<file path="src/rtl/gf180mcu_osu_sc_gp12t3v3__oai31_bist.sv">
// gf180mcu_osu_sc_gp12t3v3__oai31_bist: sweeps all 16 OAI31 input vectors, checks Y, and keeps an error count, first failing vector and MISR
module gf180mcu_osu_sc_gp12t3v3__oai31_bist #(
    parameter int SETTLE = 2,
    parameter int LOOPS  = 1
) (
    input  logic        CLK,
    input  logic        RST,
    input  logic        START,
    input  logic        Y_DUT,
    output logic        A0,
    output logic        A1,
    output logic        A2,
    output logic        B,
    output logic        BUSY,
    output logic        DONE,
    output logic        PASS,
    output logic [7:0]  ERR_CNT,
    output logic [3:0]  FAIL_VEC,
    output logic [15:0] SIGNATURE
);
    typedef enum logic [1:0] {S_IDLE, S_RUN, S_DONE} state_t;
    state_t      state;
    logic [3:0]  v;
    logic [3:0]  hold;
    logic [7:0]  loop_cnt;
    logic        mis;
    logic        last_hold;
    logic        last_vec;
    logic [7:0]  err_nxt;
    logic [15:0] sig_nxt;
    always_comb begin
        mis       = Y_DUT != (v <= 4'd8);
        err_nxt   = (mis && ERR_CNT != 8'hFF) ? ERR_CNT + 8'd1 : ERR_CNT;
        sig_nxt   = {SIGNATURE[14:0], 1'b0} ^ ({16{SIGNATURE[15] ^ Y_DUT}} & 16'h1021);
        last_hold = hold == 4'(SETTLE);
        last_vec  = v == 4'hF && loop_cnt == 8'(LOOPS - 1);
    end
    // v wraps to 0 on the final sample, so the stimulus is already idle in DONE
    assign {B, A2, A1, A0} = v;
    always_ff @(posedge CLK) begin
        if (RST) begin
            state     <= S_IDLE;
            v         <= 4'd0;
            hold      <= 4'd0;
            loop_cnt  <= 8'd0;
            BUSY      <= 1'b0;
            DONE      <= 1'b0;
            PASS      <= 1'b0;
            ERR_CNT   <= 8'd0;
            FAIL_VEC  <= 4'd0;
            SIGNATURE <= 16'd0;
        end else if (state != S_RUN) begin
            if (START) begin
                state     <= S_RUN;
                v         <= 4'd0;
                hold      <= 4'd0;
                loop_cnt  <= 8'd0;
                BUSY      <= 1'b1;
                DONE      <= 1'b0;
                PASS      <= 1'b0;
                ERR_CNT   <= 8'd0;
                FAIL_VEC  <= 4'd0;
                SIGNATURE <= 16'hFFFF;
            end
        end else if (!last_hold) begin
            hold <= hold + 4'd1;
        end else begin
            hold      <= 4'd0;
            v         <= v + 4'd1;
            ERR_CNT   <= err_nxt;
            SIGNATURE <= sig_nxt;
            if (mis && ERR_CNT == 8'd0)
                FAIL_VEC <= v;
            if (v == 4'hF)
                loop_cnt <= loop_cnt + 8'd1;
            if (last_vec) begin
                state <= S_DONE;
                BUSY  <= 1'b0;
                DONE  <= 1'b1;
                PASS  <= err_nxt == 8'd0;
            end
        end
    end
endmodule

</file>
<file path="config.mk">
export PLATFORM = sky130hd
export DESIGN_NAME = gf180mcu_osu_sc_gp12t3v3__oai31_bist
export DESIGN_NICKNAME = d
export VERILOG_FILES = /design/src/rtl/gf180mcu_osu_sc_gp12t3v3__oai31_bist.sv
export SDC_FILE = /design/constraint.sdc
export NUM_CORES = 1
export LEC_CHECK = 0
export BUFFER_PORTS_ARGS = -buffer_cell sky130_fd_sc_hd__buf_4
export CORE_UTILIZATION = 50
export DETAILED_ROUTE_END_ITERATION = 6
export GPL_TIMING_DRIVEN = 0
export PLACE_DENSITY_LB_ADDON = 0.05
export SLEW_MARGIN = 20
export SYNTH_ARGS = -nofsm -noshare
export SYNTH_HDL_FRONTEND = slang
export SYNTH_SLANG_ARGS = --single-unit
</file>
<file path="constraint.sdc">
create_clock -name CLK -period 4.5 [get_ports CLK]
set_clock_uncertainty 0.15 [all_clocks]
set_input_delay 1.35 -clock CLK [delete_from_list [all_inputs] [get_ports CLK]]
set_output_delay 1.35 -clock CLK [all_outputs]
set_load 0.01 [all_outputs]
</file>
Word-level counts from Yosys, hierarchy flattened
Index checks and enable logic that the tools add are counted.
{ "classes": {"addsub": 4, "magnitude_cmp": 1, "eq_ne": 6, "muxes": 33, "bitwise": 2, "reduce_logical": 14} }
{ "ops": {"columns": ["operator", "count"], "rows": [
  ["2-to-1 mux 8 bit", 7],
  ["2-to-1 mux 16 bit", 3],
  ["2-to-1 mux 4 bit", 8],
  ["zero test 8 bit", 3],
  ["adder 8 x 1 -> 8 bit, second input constant", 2],
  ["bitwise XOR 16 x 13 -> 16 bit", 1],
  ["2-to-1 mux 1 bit", 11],
  ["AND reduction 3 bit", 3],
  ["adder 4 x 1 -> 4 bit, second input constant", 2],
  ["2-to-1 mux 2 bit", 4],
  ["inequality test 8 bit, second input constant", 1],
  ["nonzero test 2 bit", 4],
  ["== test 4 x 2 -> 1 bit, second input constant", 1],
  ["== test 4 bit, second input constant", 1],
  ["<= comparator 4 bit, second input constant", 1],
  ["logical AND 1 bit", 3],
  ["inequality test 2 x 1 -> 1 bit, second input constant", 1],
  ["inequality test 2 bit, second input constant", 1],
  ["AND reduction 2 bit", 1],
  ["inequality test 1 bit", 1],
  ["bitwise XOR 1 bit", 1]
]} }
{ "word_totals": {"reg_bits": 49, "inputBits": 4, "out_inout_bits": 35, "wordCells": 70} }

Logic depth before layout (Yosys ltp)
{ "logic_depth": {"depth_word": 8, "mapped_depth": 9, "depth_no_buf": 8} }

Worst setup path after synthesis
No wires, ideal clock.
{ "synth_timing": {"path_type": "input to register", "from": "in Y_DUT", "to": "reg PASS", "arrival_ns": 2.317, "required_time_ns": 4.228, "path_slack_ns": 1.911, "path_stages": 5, "n_path_buf": 0, "path_cell_list": "or3_1 > and3_2 > nor3b_1 > o2111ai_1 > o31ai_1"} }
{ "synth_between": {"elab_chain_len": 7} }
{ "synth_lines": {"columns": ["element", "line_no", "text"], "rows": [
  ["start, declared", "9", "input logic Y_DUT,"],
  ["inequality test 1 bit", "32", "mis = Y_DUT != (v <= 4'd8);"],
  ["logical AND 1 bit", "33", "err_nxt = (mis && ERR_CNT != 8'hFF) ? ERR_CNT + 8'd1 : ERR_CNT;"],
  ["2-to-1 mux 8 bit", "33", null],
  ["zero test 8 bit", "80", "PASS <= err_nxt == 8'd0;"],
  ["2-to-1 mux 1 bit", "76", "if (last_vec) begin"],
  ["2-to-1 mux 1 bit", "65", "end else if (!last_hold) begin"],
  ["2-to-1 mux 1 bit", "52", "end else if (state != S_RUN) begin"],
  ["end signal, assigned", "48", "PASS <= 1'b0;"],
  ["end signal, assigned", "60", "PASS <= 1'b0;"],
  ["end signal, assigned", "80", null],
  ["end, declared", "16", "output logic PASS,"]
]} }
No other way between the ends. The select of a mux whose other input is x is not followed.
A chain may end at the register's enable or synchronous reset.

Final worst setup path
{ "layout_timing": {"from": "in START", "to": "reg ERR_CNT[1]"} }
{ "layout_between": {"elab_chain_len": 2} }
{ "layout_lines": {"columns": ["element", "line_no", "text"], "rows": [
  ["start, declared", "8", "input logic START,"],
  ["inequality test 2 bit (no source line)", null, null],
  ["AND reduction 2 bit (no source line)", null, null],
  ["end signal, assigned", "70", "ERR_CNT <= err_nxt;"],
  ["end, declared", "17", "output logic [7:0] ERR_CNT,"]
]} }
No other way between the ends.

==> results.txt <==
----------------------------------------------------
[Run status]
  Run status ... complete, but fails checks
  Failing checks ... DRC

[Yosys]
  Cell types with the largest area share after synthesis ... dfxtp_1 (40%), nor2_1 (6.7%), nor3_1 (6.2%)
  Leading register cell type out of synthesis ... dfxtp_1
  Avg Synthesized Cell Area ... 8.11 um^2
  Sequential fraction of the synthesis area ... 40.1%
  Top-count cell post-synth ... dfxtp_1
  Post-synth net total ... 301
  Largest family of logic cells by synthesized area ... simple AND/OR/NAND/NOR gates
  Number of synthesized flops with an enable pin ... 0
  Multiplexer share of the synthesized area ... 1.71%
  Area fraction in and, or, nand and nor cells after synthesis ... 29.4%
  Area share of the largest cell type after synthesis ... 40.1%
  Xor-xnor portion of the synthesized cell area ... 3.36%
  Most frequent cells after synthesis ... dfxtp_1 (47), nor2_1 (42), nor3_1 (29), nand2_1 (22), a21oi_1 (20)
  FFs w/ async S/R, synth ... 0%
  Number of instances in the synthesized netlist ... 289
  Synthesized cell area ... 2340 um^2
  Number of distinct library cell variants in the gate-level netlist after synthesis ... 51
  Area fraction in compound gates after synthesis ... 15.5%
  Adder-cell share of the synthesized area ... 4.27%
  Number of warning messages in the yosys log ... 0
  Cell taking the most area after synthesis ... dfxtp_1
  Post-synthesis register bit count ... 47

[Critical path]
  Crit Path Category ... in2reg
  Sort of element at the end of the critical path ... flop
  CP max FO ... 10
  Category of the worst setup path launch point ... primary input
  Length in cells of the worst reg-to-reg path ... 7
  Arrival @ worst endpoint ... 2680 ps
  CP Data Required Time ... 4530 ps

[STA]
  TNS Setup ... 0 ps
  Max-slew headroom ... 64.9%
  RSZ-0062 raised after global routing ... false
  F_max ... 378 MHz
  Final worst path period need ... 2650 ps
  WHS ... 349 ps
  Transition time at the pin with the least slew margin ... 525 ps
  Final setup violation count ... 0
  Max Transition Viols Final ... 0
  Post-route fraction of the period consumed by the critical path ... 58.8%
  Final hold viol count ... 0

[Layout]
  Post-route cell area ... 2800 um^2
  Count of antenna diodes in the layout ... 0
  Area Growth Syn to Fin ... 19.4%
  Number of nets in the layout ... 345
  Non-filler instance count after layout ... 386
  Utilization after layout ... 63.0%
  Share of cells above drive strength 1 ... 18.3%

[Power]
  Maximum vdd drop ... 0.216 mV
  Power density over the cells ... 303 nW/um^2
  Reported leakage power ... 1.10 nW

[CTS]
  Number of buffers created by CTS ... 5
  Max Root-Sink Buffers ... 2
  Total number of clock tree sinks ... 47
  Number of hold buffers added after CTS ... 0
  Root Buffer Master ... clkbuf_8
  Register clock-pin slew on the reported worst setup and hold paths ... 90 ps
  Clock tree from TritonCTS ... built
  Gates resized, CTS repair ... 0
  Insertion delay of the later-clocked pin in the worst-skew pair ... 300 ps
  Setup repair bufs after CTS ... 0
  H-tree lvl count ... 2

[Detailed routing]
  Initial drt markers ... 216
  Via count of the routed design ... 2216
  Routed vias/inst ... 5.74
  DRC errors left ... 6
  Drt first pass iters ... 6
  Remaining number of nets flagged by the antenna check after routing ... 0
  Aggregate routed wire length ... 5.61 mm
  Per-cell routed wire length ... 14.5 um

[GRT]
  Initial antenna violation count ... 0
  Maximum number of pins on one net before global-route repair ... 16
  Number of global-route vias before repair ... 2002
  Wire length of the first global-routing pass ... 9.36 mm
  Total track usage ... 24.2%
  Aggregate global routing overflow ... 0

[Placement]
  Placed cell areas ... 2690 um^2
  DPL Wire Length ... 4.11 mm
  GP Congestion ... 0.894
  Inst Count DP ... 378
  Port bufs ... 37

[Die]
  Die area ... 4960 um^2
  Die extent in y ... 70.5 um
  Die width ... 70.5 um
  Initial standard-cell utilization of the core ... 52.7%
  Core area ... 4440 um^2
  Count of pins on the block boundary ... 39
  Site Rows ... 24

[Min path]
  Cells on Worst Hold Path ... 2
  Hold Path Class ... reg2reg

[Flow run]
  Max-cap violation count ... 0

----------------------------------------------------
## path summary, 6_finish.rpt
kind	endpoint	slack (ps)	start
worst max-delay path	ERR_CNT[1]$_SDFFE_PP0P_	1850	START
worst min-delay path	PASS$_SDFFE_PP0P_	350	PASS$_SDFFE_PP0P_
worst max register to register	PASS$_SDFFE_PP0P_	2170	hold[1]$_SDFFE_PP0P_
worst min register to register	PASS$_SDFFE_PP0P_	350	PASS$_SDFFE_PP0P_
## cell usage in the layout, fill, tap and decap left out, types with 2 or more instances in the layout
cell type  netlist  layout
a21oi_1         20      20
a22oi_1          4       4
a31o_2           2       2
a31oi_1          6       6
a32oi_1          2       2
a41oi_1          2       2
and2_1           2       2
and3_1           5       5
buf_2            3       3
buf_4            1      38
clkbuf_1         8       8
clkbuf_8         1       6
dfxtp_1         47      47
ha_1             8       8
inv_1           10      10
mux2i_1          4       4
nand2_1         22      22
nand2b_1         4       4
nand3_1          8       8
nand3b_1         3       3
nand4_1          6       6
nor2_1          42      42
nor3_1          29      29
nor4_1           2       2
nor4b_1          2       2
o21ai_0         11      11
o221a_2          2       2
or3_1            3       3
xnor2_1          6       6
xor2_1           3       3
## worst max-delay path: stages
cell	delay, ps
buf_4	100
nand2_1	200
nand2_1	170
clkbuf_1	400
o21ai_0	220
a32oi_1	190
nor2_1	50
## stage by stage
| step | power [mW] | worst slack, ps |
|---|---|---|
| floorplan | 0.508 | 1910 |
| global placement | 0.546 | 1500 |
| detailed placement | 0.547 | 1500 |
| CTS | 0.857 | 1830 |
| global route | 0.886 | 1690 |
| finish | 0.847 | 1850 |
## logic make-up (layout without fill, tap and decap cells)
logic type                 count (synthesis)  in the layout
and+or+nand+nor                          138            138
AOI/OAI and AO/OA                         56             56
DFF                                       47             47
buffers and inverters                     27             72
xor gates and xnor gates                   9              9
adders and majority gates                  8              8
muxes                                      4              4
## layout make-up
class | instances | area (um^2)
fillers | 424 | 1650
multi-input cells | 215 | 1270
flip-flops and latches | 47 | 941
repair buffers | 37 | 278
plain buffers | 17 | 95.1
clock buffers | 5 | 68.8
well taps | 52 | 65.1
clock inverters | 3 | 43.8
inverters | 10 | 37.5
## layer usage
layer	track usage, %	part of all wire (%)	vias to the layer above
met5	0	0	-
met4	7.71	1.2	0
met3	4.76	4.0	6
met2	39.6	46	49
met1	32.1	49	1049
li1	-	-	1112
## flip-flops by register name, summed over array words and instances, names as in the netlist
signal and count:
PASS 1, loop_cnt 8, hold 4, SIGNATURE 16
ERR_CNT 8, v 4, FAIL_VEC 4, state 1
DONE 1
## power breakdown
| part | switching [mW] | leakage [nW] | internal [mW] |
|---|---|---|---|
| clock | 0.144 | 0.0581 | 0.165 |
| sequential | 0.0125 | 0.384 | 0.430 |
| combinational | 0.0540 | 0.655 | 0.0406 |
| total | 0.211 | 1.10 | 0.636 |
(Power assumes the default switching activity.)
